--- src/rtl/led_seq_pkg.sv ---
// ---------------------------------------------------------------------------
// led_seq_pkg
// Shared definitions for the LED sequencer: mode encodings, mode-advance
// function and slide-switch field positions.
// Optional feature macro used elsewhere in the block: LED_SEQ_DEBOUNCE_EN.
// ---------------------------------------------------------------------------
package led_seq_pkg;

  localparam logic [1:0] MODE_SHIFT  = 2'd0;
  localparam logic [1:0] MODE_BOUNCE = 2'd1;
  localparam logic [1:0] MODE_FLASH  = 2'd2;

  // Switch fields: [0] run, [NB_SPEED:1] speed, [NB_SPEED+1] direction
  localparam int SW_RUN     = 0;
  localparam int SW_SPD_LSB = 1;

  function automatic int sw_dir_idx(input int nb_speed);
    return nb_speed + 1;
  endfunction

  // Encoding 3 never gets loaded; it behaves like SHIFT, so advances to BOUNCE
  // would also be reasonable, but returning SHIFT gets it back on the cycle.
  function automatic logic [1:0] mode_next(input logic [1:0] m);
    case (m)
      MODE_SHIFT:  return MODE_BOUNCE;
      MODE_BOUNCE: return MODE_FLASH;
      default:     return MODE_SHIFT;
    endcase
  endfunction

endpackage

--- src/rtl/led_seq_engine_if.sv ---
// ---------------------------------------------------------------------------
// led_seq_engine_if
// Board-facing switch/button inputs and LED/status outputs of the sequencer.
//   i_sw        : [0] run, [NB_SPEED:1] speed, [NB_SPEED+1] direction
//   i_btn       : [0] mode advance, [c+1] select colour c
//   o_led_color : channel c at [c*N_LEDS +: N_LEDS]
//   o_mode      : current mode
//   o_color_sel : one-hot active colour
//   o_tick      : one-cycle pulse per pattern step
// master = stimulus side, slave = sequencer.
// ---------------------------------------------------------------------------
interface led_seq_engine_if #(
  parameter int N_LEDS   = 4,
  parameter int N_COLORS = 3,
  parameter int NB_SPEED = 2
);
  logic [NB_SPEED+1:0]         i_sw;
  logic [N_COLORS:0]           i_btn;
  logic [N_COLORS*N_LEDS-1:0]  o_led_color;
  logic [1:0]                  o_mode;
  logic [N_COLORS-1:0]         o_color_sel;
  logic                        o_tick;

  modport master (
    output i_sw, i_btn,
    input  o_led_color, o_mode, o_color_sel, o_tick
  );

  modport slave (
    input  i_sw, i_btn,
    output o_led_color, o_mode, o_color_sel, o_tick
  );
endinterface

--- src/rtl/btn_edge.sv ---
// ---------------------------------------------------------------------------
// btn_edge
// One push-button: 2-flop synchroniser, optional debounce, rising-edge pulse.
//   clock  : system clock
//   ck_rst : async active-low reset
//   btn_i  : raw asynchronous button level
//   edge_o : one-cycle pulse on a rising (debounced) level
// LED_SEQ_DEBOUNCE_EN: when defined, the level must be stable for DB_CYCLES
// consecutive samples before the edge detector sees it.
// ---------------------------------------------------------------------------
module btn_edge #(
  parameter int DB_CYCLES = 65536
) (
  input  logic clock,
  input  logic ck_rst,
  input  logic btn_i,
  output logic edge_o
);

  logic sync1_q, sync2_q, prev_q, level;

  always_ff @(posedge clock or negedge ck_rst) begin
    if (!ck_rst) begin
      sync1_q <= 1'b0;
      sync2_q <= 1'b0;
    end else begin
      sync1_q <= btn_i;
      sync2_q <= sync1_q;
    end
  end

`ifdef LED_SEQ_DEBOUNCE_EN
  localparam int CW = (DB_CYCLES > 1) ? $clog2(DB_CYCLES) : 1;

  logic [CW-1:0] db_cnt_q;
  logic          db_q;

  // Counter tracks how long sync2 has disagreed with the accepted level;
  // any agreeing sample restarts the count.
  always_ff @(posedge clock or negedge ck_rst) begin
    if (!ck_rst) begin
      db_cnt_q <= '0;
      db_q     <= 1'b0;
    end else if (sync2_q == db_q) begin
      db_cnt_q <= '0;
    end else if (db_cnt_q == CW'(DB_CYCLES - 1)) begin
      db_cnt_q <= '0;
      db_q     <= sync2_q;
    end else begin
      db_cnt_q <= db_cnt_q + CW'(1);
    end
  end

  assign level = db_q;
`else
  // Parameter kept so both builds share one instantiation.
  logic unused_db;
  assign unused_db = (DB_CYCLES > 0);
  assign level     = sync2_q;
`endif

  always_ff @(posedge clock or negedge ck_rst) begin
    if (!ck_rst) prev_q <= 1'b0;
    else         prev_q <= level;
  end

  assign edge_o = level & ~prev_q;

endmodule

--- src/rtl/led_seq_engine.sv ---
// ---------------------------------------------------------------------------
// led_seq_engine
// LED pattern sequencer: rotate, bounce or flash one pattern across the
// selected colour channel at a switch-selected prescaled rate.
//   clock  : system clock (rising edge)
//   ck_rst : async active-low reset
//   bus    : led_seq_engine_if.slave (switches, buttons, LEDs, status)
// Build option: LED_SEQ_DEBOUNCE_EN adds button debouncing in btn_edge.
// ---------------------------------------------------------------------------
module led_seq_engine
  import led_seq_pkg::*;
#(
  parameter int N_LEDS     = 4,
  parameter int N_COLORS   = 3,
  parameter int NB_COUNT   = 32,
  parameter int NB_SPEED   = 2,
  parameter int SPEED_EXP0 = 22,
  parameter int DB_CYCLES  = 65536
) (
  input logic           clock,
  input logic           ck_rst,
  led_seq_engine_if.slave bus
);

  localparam int NB_BTN = N_COLORS + 1;
  localparam int SW_DIR = sw_dir_idx(NB_SPEED);

  localparam logic [NB_COUNT-1:0] CNT_ONE = NB_COUNT'(1);
  localparam logic [N_LEDS-1:0]   PAT_ONE = N_LEDS'(1);
  localparam logic [N_COLORS-1:0] SEL_ONE = N_COLORS'(1);

  logic [NB_BTN-1:0]   btn_ev;
  logic [NB_COUNT-1:0] cnt_q, limit;
  logic [N_LEDS-1:0]   pat_q, pat_step;
  logic [1:0]          mode_q, mode_nxt;
  logic                bdir_q, bdir_step;  // 0 = moving toward MSB
  logic                tick_q;
  logic [N_COLORS-1:0] sel_q, sel_d;
  logic                run, wrap, mode_ev;

  // ---- button front-ends ----
  genvar b;
  generate
    for (b = 0; b < NB_BTN; b++) begin : g_btn
      btn_edge #(.DB_CYCLES(DB_CYCLES)) u_btn (
        .clock  (clock),
        .ck_rst (ck_rst),
        .btn_i  (bus.i_btn[b]),
        .edge_o (btn_ev[b])
      );
    end
  endgenerate

  // ---- prescaler ----
  // A shift of exactly NB_COUNT yields 0, and 0 - 1 is all-ones: still correct.
  always_comb
    limit = (CNT_ONE << (SPEED_EXP0 + int'(bus.i_sw[SW_SPD_LSB +: NB_SPEED]))) - CNT_ONE;

  assign run     = bus.i_sw[SW_RUN];
  // >= rather than == so a speed decrease mid-count wraps immediately.
  assign wrap    = run & (cnt_q >= limit);
  assign mode_ev = btn_ev[0];
  assign mode_nxt = mode_next(mode_q);

  // ---- pattern step ----
  always_comb begin
    pat_step  = pat_q;
    bdir_step = bdir_q;
    case (mode_q)
      MODE_BOUNCE: begin
        if (!bdir_q) begin
          if (pat_q[N_LEDS-1]) begin
            pat_step  = pat_q >> 1;
            bdir_step = 1'b1;
          end else begin
            pat_step  = pat_q << 1;
          end
        end else begin
          if (pat_q[0]) begin
            pat_step  = pat_q << 1;
            bdir_step = 1'b0;
          end else begin
            pat_step  = pat_q >> 1;
          end
        end
      end
      MODE_FLASH: pat_step = ~pat_q;
      default: begin
        if (!bus.i_sw[SW_DIR]) pat_step = {pat_q[N_LEDS-2:0], pat_q[N_LEDS-1]};
        else                   pat_step = {pat_q[0], pat_q[N_LEDS-1:1]};
      end
    endcase
  end

  // Mode edge takes priority over a coincident step; tick still reports it.
  always_ff @(posedge clock or negedge ck_rst) begin
    if (!ck_rst) begin
      cnt_q  <= '0;
      pat_q  <= PAT_ONE;
      mode_q <= MODE_SHIFT;
      bdir_q <= 1'b0;
      tick_q <= 1'b0;
    end else begin
      tick_q <= wrap;
      if (mode_ev) begin
        mode_q <= mode_nxt;
        pat_q  <= (mode_nxt == MODE_FLASH) ? '0 : PAT_ONE;
        cnt_q  <= '0;
        bdir_q <= 1'b0;
      end else if (wrap) begin
        cnt_q  <= '0;
        pat_q  <= pat_step;
        bdir_q <= bdir_step;
      end else if (run) begin
        cnt_q  <= cnt_q + CNT_ONE;
      end
    end
  end

  // ---- colour select: lowest-indexed edge wins ----
  always_comb begin
    sel_d = sel_q;
    for (int c = N_COLORS - 1; c >= 0; c--)
      if (btn_ev[c+1]) sel_d = SEL_ONE << c;
  end

  always_ff @(posedge clock or negedge ck_rst) begin
    if (!ck_rst) sel_q <= SEL_ONE;
    else         sel_q <= sel_d;
  end

  // ---- outputs ----
  genvar c;
  generate
    for (c = 0; c < N_COLORS; c++) begin : g_col
      assign bus.o_led_color[c*N_LEDS +: N_LEDS] = sel_q[c] ? pat_q : '0;
    end
  endgenerate

  assign bus.o_mode      = mode_q;
  assign bus.o_color_sel = sel_q;
  assign bus.o_tick      = tick_q;

endmodule

--- src/flat_wrapper.sv ---
// flat-port wrapper written by rule: the top's interface ports become plain ports
module led_seq_engine_flat import led_seq_pkg::*;
#(
  parameter int N_LEDS     = 4,
  parameter int N_COLORS   = 3,
  parameter int NB_COUNT   = 32,
  parameter int NB_SPEED   = 2,
  parameter int SPEED_EXP0 = 22,
  parameter int DB_CYCLES  = 65536
)
  (clock, ck_rst, bus_i_sw, bus_i_btn, bus_o_led_color, bus_o_mode, bus_o_color_sel, bus_o_tick);
  led_seq_engine_if #(.N_LEDS(N_LEDS), .N_COLORS(N_COLORS), .NB_SPEED(NB_SPEED)) bus_i ();
  input logic clock;
  input logic ck_rst;
  input wire logic [$bits(bus_i.i_sw)-1:0] bus_i_sw;
  input wire logic [$bits(bus_i.i_btn)-1:0] bus_i_btn;
  output wire logic [$bits(bus_i.o_led_color)-1:0] bus_o_led_color;
  output wire logic [$bits(bus_i.o_mode)-1:0] bus_o_mode;
  output wire logic [$bits(bus_i.o_color_sel)-1:0] bus_o_color_sel;
  output wire logic [$bits(bus_i.o_tick)-1:0] bus_o_tick;
  assign bus_i.i_sw = bus_i_sw;
  assign bus_i.i_btn = bus_i_btn;
  assign bus_o_led_color = bus_i.o_led_color;
  assign bus_o_mode = bus_i.o_mode;
  assign bus_o_color_sel = bus_i.o_color_sel;
  assign bus_o_tick = bus_i.o_tick;
  led_seq_engine #(.N_LEDS(N_LEDS), .N_COLORS(N_COLORS), .NB_COUNT(NB_COUNT), .NB_SPEED(NB_SPEED), .SPEED_EXP0(SPEED_EXP0), .DB_CYCLES(DB_CYCLES)) u_core (.clock(clock), .ck_rst(ck_rst), .bus(bus_i));
endmodule
--- config.mk ---
export PLATFORM = sky130hd
export DESIGN_NAME = led_seq_engine_flat
export DESIGN_NICKNAME = d
export VERILOG_FILES = /design/src/rtl/led_seq_pkg.sv /design/src/rtl/led_seq_engine_if.sv /design/src/rtl/btn_edge.sv /design/src/rtl/led_seq_engine.sv /design/src/flat_wrapper.sv
export SDC_FILE = /design/constraint.sdc
export NUM_CORES = 1
export LEC_CHECK = 0
export CAP_MARGIN = 30
export CELL_PAD_IN_SITES_DETAIL_PLACEMENT = 2
export CELL_PAD_IN_SITES_GLOBAL_PLACEMENT = 2
export CORE_UTILIZATION = 30
export DETAILED_ROUTE_END_ITERATION = 10
export DONT_BUFFER_PORTS = 1
export PLACE_DENSITY_LB_ADDON = 0.1
export SETUP_SLACK_MARGIN = 0.02
export SYNTH_ARGS = -nofsm -noshare
export SYNTH_HDL_FRONTEND = slang
export SYNTH_SLANG_ARGS = --single-unit
--- constraint.sdc ---
create_clock -name clock -period 2.53 [get_ports clock]
set_input_delay 0.3795 -clock clock [delete_from_list [all_inputs] [get_ports clock]]
set_output_delay 0.3795 -clock clock [all_outputs]
set_load 0.05 [all_outputs]
Word level (Yosys, flattened, before mapping):

Index checks and enable logic that the tools add are counted.

* flip-flop bits (word level): 55
* output and inout bits: 18

* $add $sub $neg: 3
* $lt $le $gt $ge: 1
* eq/ne operators: 3
* shifts and indexed selects: 1
* multiplexer cells: 24
* bitwise logic cells: 10
* reductions and logical operators: 6

Operator list (number)
* two-way mux 32 bit: 3
* two-way mux 4 bit: 9
* adder 32 x 1 -> 32 bit, second input constant: 1
* >= comparator 32 bit: 1
* << shifter 1 x 32 -> 32 bit, first input constant: 1
* subtractor 32 x 1 -> 32 bit, second input constant: 1
* two-way mux 3 bit: 3
* one-hot mux 4 bit (2 select lines): 1
* two-way mux 1 bit: 7
* adder 5 x 2 -> 6 bit, first input constant: 1
* nonzero test 3 bit: 2
* bitwise AND 1 bit: 5
* == test 2 bit, second input constant: 2
* inverter 1 bit: 4
* inverter 4 bit: 1
* one-hot mux 2 bit (2 select lines): 1
* nonzero test 2 bit: 2
* == test 2 x 1 -> 1 bit, second input constant: 1
* logical NOT 2 bit: 1
* AND reduction 2 bit: 1

Longest topological paths before layout:

* depth after elaboration: 7
* gate-level depth with buffers: 9
* gate-level depth less buffers: 8

Cells and area by module:

A second synthesis with hierarchy kept.

* cell total of the unflattened synthesis: 315
* area total of the unflattened synthesis: 3059.2 µm²

By module, submodules not included
* led_seq_engine: instances 1, cells each 299, area each 2703.8 µm², seq. area each 1078.5 µm²
* btn_edge: instances 4, cells each 4, area each 88.8 µm², seq. area each 75.1 µm²

Least setup slack after synthesis:

No wires, ideal clock.

* path kind: register -> register
* start point: register u_core.cnt_q[0]
* end point: register u_core.bdir_q
* arrival time: 1812 ps
* required time: 2408 ps
* setup slack: 596 ps
* cell stages (with the launch flop): 8
* path buffers: 0
* period minus slack after synthesis: 1934 ps
* cell sequence: dfrtp_1 > ha_1 > nand4_4 > nor4_4 > nand3_2 > a31oi_4 > nand3_1 > a32o_1

* word-level cells in the longest chain between the ends: 4

Ends and longest elaborated chain
* start, declared: RTL line led_seq_engine.sv:33 `logic [NB_COUNT-1:0] cnt_q, limit;`
* start signal, assigned: RTL line led_seq_engine.sv:115 `cnt_q <= cnt_q + CNT_ONE;`
* >= comparator 32 bit: RTL line led_seq_engine.sv:61 `assign wrap = run & (cnt_q >= limit);`
* bitwise AND 1 bit: RTL line led_seq_engine.sv:61
* net u_core.wrap: RTL line led_seq_engine.sv:39 `logic run, wrap, mode_ev;`
* nonzero test 2 bit (no line)
* AND reduction 2 bit (no line)
* end signal, assigned: RTL line led_seq_engine.sv:113 `bdir_q <= bdir_step;`
* end, declared: RTL line led_seq_engine.sv:36 `logic bdir_q, bdir_step;`

The timed path passes the listed nets, and every way through them passes these cells.
A chain may end at the register's enable or synchronous reset.

Final worst setup path:

* start point: register u_core.cnt_q[0]
* end point: register u_core.cnt_q[11]

* word-level cells in the longest chain between the ends: 4

Ends and longest elaborated chain
* adder 32 x 1 -> 32 bit / >= comparator 32 bit (equally long branches): RTL line led_seq_engine.sv:115, led_seq_engine.sv:61
* two-way mux 32 bit / bitwise AND 1 bit (equally long branches): RTL line led_seq_engine.sv:114, led_seq_engine.sv:61
* two-way mux 32 bit: RTL line led_seq_engine.sv:110 `end else if (wrap) begin`
* two-way mux 32 bit: RTL line led_seq_engine.sv:105 `if (mode_ev) begin`

Several ways; a longest one is shown, not always the timed one. The select of a mux whose other input is x is not followed.

==> results.py <==
metrics = {
    "worst_setup_path": {
        "worstSetupPathType": "reg -> reg",
        "critPathTopFamily": "simple AND/OR/NAND/NOR gates",
        "r2r_start": "u_core.cnt_q[0]$_DFFE_PN0P_",
        "cp_slowest_cell": "dfrtp_1",
        "r2r_cells": 7,
        "cp_max_fo": 13,
        "worst-path-buf-inv": 0,
        "r2r_slack_ps": 300,
        "cp-end-kind": "flop",
        "cp.arrival_ps": 2420,
        "worstPathCellList": "ha_1 -> nand4_4 -> nor4_4 -> nand3_2 -> and3_4 -> o21ai_4 -> a21oi_1",
        "cp.required_ps": 2720,
        "max_stage_delay_ps": 410,
        "cp-start-kind": "flop",
        "reg2reg_to": "u_core.cnt_q[11]$_DFFE_PN0P_",
    },
    "detailed_routing": {
        "route.detailed.vias_per_inst": 4.94,
        "drt_iter0_drc": 31,
        "wl_um": 7100,
        "drtAntennaViolNets": 0,
        "vias": 2130,
        "drcViolationCount": 0,
        "dr.pass1.iters": 3,
        "wl_per_cell_um": 16.5,
    },
    "sta": {
        "hold_ws_ps": 68.0,
        "layout_min_cycle_time_ps": 2230,
        "worstMarginPinSlew_ps": 614,
        "finalHoldViolations": 0,
        "rsz0062_at_grt": "false",
        "worst_slack_ps": 299,
        "max_freq_mhz": 448,
        "fin_setup_tns_ps": 0,
        "skew_ps": 10.3,
        "setup_violations": 0,
        "finalMaxSlewViolations": 0,
        "min_period_over_period_pct": 88.2,
        "max_slew_margin_pct": 59.0,
    },
    "grt": {
        "grt_pass1_vias": 2234,
        "use_met1_pct": 20.4,
        "met2_usage_pct": 23.7,
        "grtUsageMet3_pct": 2.08,
        "grt_pass1_wl_um": 11500,
        "grt.total_usage_pct": 14.6,
        "busiest_layer": "met2",
        "gr-total-overflow": 0,
        "grt_max_degree": 56,
        "antenna_found_initial": 0,
    },
    "clock_tree": {
        "clk_pin_slew_worst_paths_ps": 110,
        "cts_tree": "done",
        "cts_root_buf": "clkbuf_8",
        "clock-sinks": 55,
        "post_cts_buffers": 0,
        "cts.htree.levels": 2,
        "insertion_delay_ps": 320,
        "cts_buffers": 5,
        "clock_path_buffers": 2,
    },
    "die": {
        "core_area_um2": 9330,
        "die_h_um": 101,
        "die_area_um2": 10100,
        "die_w_um": 101,
        "num_io_pins": 28,
        "initial_utilization_pct": 31.3,
        "rows": 35,
    },
    "min_path": {
        "min_to": "u_core.g_btn[1].u_btn.sync1_q$_DFF_PN0_",
        "min_path_type": "in -> reg",
        "hp-start": "bus_i_btn[1]",
        "min_delay_path_depth": 0,
    },
    "logic_synthesis": {
        "synth_cells": 288,
        "ys_types": 50,
        "ys_seq_area_share_pct": 47.2,
        "synth.avg_cell_area_um2": 10.1,
        "yosysWarnings": 0,
        "synth.ff_latch_count": 55,
        "synth_edf_count": 0,
        "ys_async_sr_fraction_pct": 100,
        "synth_area_um2": 2920,
        "ys.flop_type": "dfrtp_1",
    },
    "pwr": {
        "seqPwrFrac_pct": 52.9,
        "power.share.clock_pct": 27.8,
        "cellPowerDensity_nw_per_um2": 586,
        "ir_worst_vdd_mv": 0.219,
        "swShare_pct": 34.1,
        "combPwrFrac_pct": 19.3,
        "p_total_mw": 1.91,
        "p_leak_nw": 1.45,
        "internal_power_mw": 1.26,
        "switchingPower_mw": 0.652,
    },
    "finish": {
        "layout-drive-gt1-share_pct": 11.9,
        "stdcell_count": 431,
        "n_antenna_cell": 0,
        "syn2layout_area_growth_pct": 11.8,
        "nets": 323,
        "fillerInstances": 1021,
    },
    "placement": {
        "dp_cells": 420,
        "place.gp.congestion": 0.708,
        "dp_hpwl_um": 4820,
        "place_ws_ps": 90.5,
        "port_buffers": 0,
    },
    "run_status": {
        "status": "finished clean",
    },
    "job": {
        "maxCapViolCount": 0,
    },
}
==> layout make-up <==
class	instances	area (um^2)	share of cell area (%)
multi-input combinational	219	1490	45.6
tap	129	161	4.95
clock buffer	5	68.8	2.11
inverter	9	33.8	1.04
sequential	55	1380	42.3
timing repair buffer	11	105	3.22
clock inverter	3	27.5	0.844
==> what timing repair did <==
action	4_1_cts	5_1_grt
gates resized for setup	0	2
setup endpoints to repair	0	27
hold buffers	2	0
endpoints found under the hold margin	55	0
==> flip-flops by register name, indices dropped and copies added, names as in the netlist <==
signal / cells
u_core.bus.o_mode: 2
u_core.cnt_q: 32
u_core.g_btn.u_btn.prev_q: 4
u_core.g_btn.u_btn.sync1_q: 4
u_core.bus.o_tick: 1
u_core.bus.o_color_sel: 3
u_core.pat_q: 4
u_core.bdir_q: 1
u_core.g_btn.u_btn.level: 4
==> through the flow <==
stage / utilization (%) / instance area [um^2]
after floorplan: - / 2930
after global routing: 35.0 / 3260
final: 35.0 / 3260
after detailed placement: 33.3 / 3110
after global placement: 33.3 / 3110
after CTS: 34.8 / 3240
==> metal layers <==
layer | wire length, um | vias up | part of all wire (%)
met3 | 113 | 7 | 1.6
li1 | - | 1027 | -
met1 | 3530 | 1078 | 50
met4 | 82 | 0 | 1.2
met2 | 3380 | 18 | 48
met5 | 0 | - | 0
==> synth_stat cells, drive strengths merged, types with 5 or more instances <==
library cell,instances,share of area [%]
a21oi,11,1.9
and2,14,3.0
and3,9,2.1
dfrtp,53,45
ha,12,5.1
inv,9,1.2
nand2,25,3.2
nand2b,6,1.3
nand3,12,2.4
nand4,6,2.0
nor2,35,4.5
nor3,5,0.86
nor4,5,2.1
o21ai,10,2.1
xnor2,8,2.4
xor2,12,3.6
==> worst max path at each step <==
stage | from | end | depth (start not counted)
after floorplan | u_core.cnt_q[0]$_DFFE_PN0P_ | u_core.bdir_q$_DFFE_PN0P_ | 7
after detailed placement | u_core.cnt_q[0]$_DFFE_PN0P_ | u_core.cnt_q[30]$_DFFE_PN0P_ | 7
final | u_core.cnt_q[0]$_DFFE_PN0P_ | u_core.cnt_q[11]$_DFFE_PN0P_ | 7
after global routing | u_core.cnt_q[0]$_DFFE_PN0P_ | u_core.cnt_q[11]$_DFFE_PN0P_ | 7
after global placement | u_core.cnt_q[0]$_DFFE_PN0P_ | u_core.cnt_q[17]$_DFFE_PN0P_ | 7
after CTS | u_core.cnt_q[0]$_DFFE_PN0P_ | u_core.cnt_q[29]$_DFFE_PN0P_ | 7
==> power by group through the flow <==
stage	combinational (mW)	sequential (mW)	clock, mW
6_report	0.370	1.01	0.532
5_1_grt	0.412	1.02	0.590
4_1_cts	0.372	1.01	0.562
3_5_place_dp	0.344	1.03	0
3_3_place_gp	0.340	1.03	0
2_1_floorplan	0.244	1.04	0
==> cell usage in the layout, fill, tap and decap left out, types with 5 or more instances in the layout <==
cell type | netlist | final
a21oi_1 | 11 | 10
and2_1 | 14 | 14
and3_1 | 8 | 8
buf_4 | 0 | 9
clkbuf_8 | 0 | 5
dfrtp_1 | 53 | 53
ha_1 | 12 | 12
inv_1 | 9 | 9
nand2_1 | 25 | 25
nand2b_1 | 6 | 6
nand3_1 | 10 | 10
nor2_1 | 35 | 35
nor3_1 | 5 | 5
o21ai_0 | 9 | 9
xnor2_1 | 8 | 8
xor2_1 | 12 | 12
==> cell families (layout without fill, tap and decap cells) <==
| family | after synthesis | after routing | synth area share, % |
|---|---|---|---|
| muxes | 2 | 2 | 0.771 |
| and+or+nand+nor | 133 | 133 | 25.8 |
| xor gates and xnor gates | 20 | 20 | 6.00 |
| AOI/OAI and AO/OA | 47 | 48 | 12.1 |
| adders and majority gates | 12 | 12 | 5.14 |
| DFF | 55 | 55 | 47.2 |
| buffers and inverters | 17 | 28 | 2.74 |
| other | 2 | 4 | 0.257 |
Power figures use the tool's default switching activity.
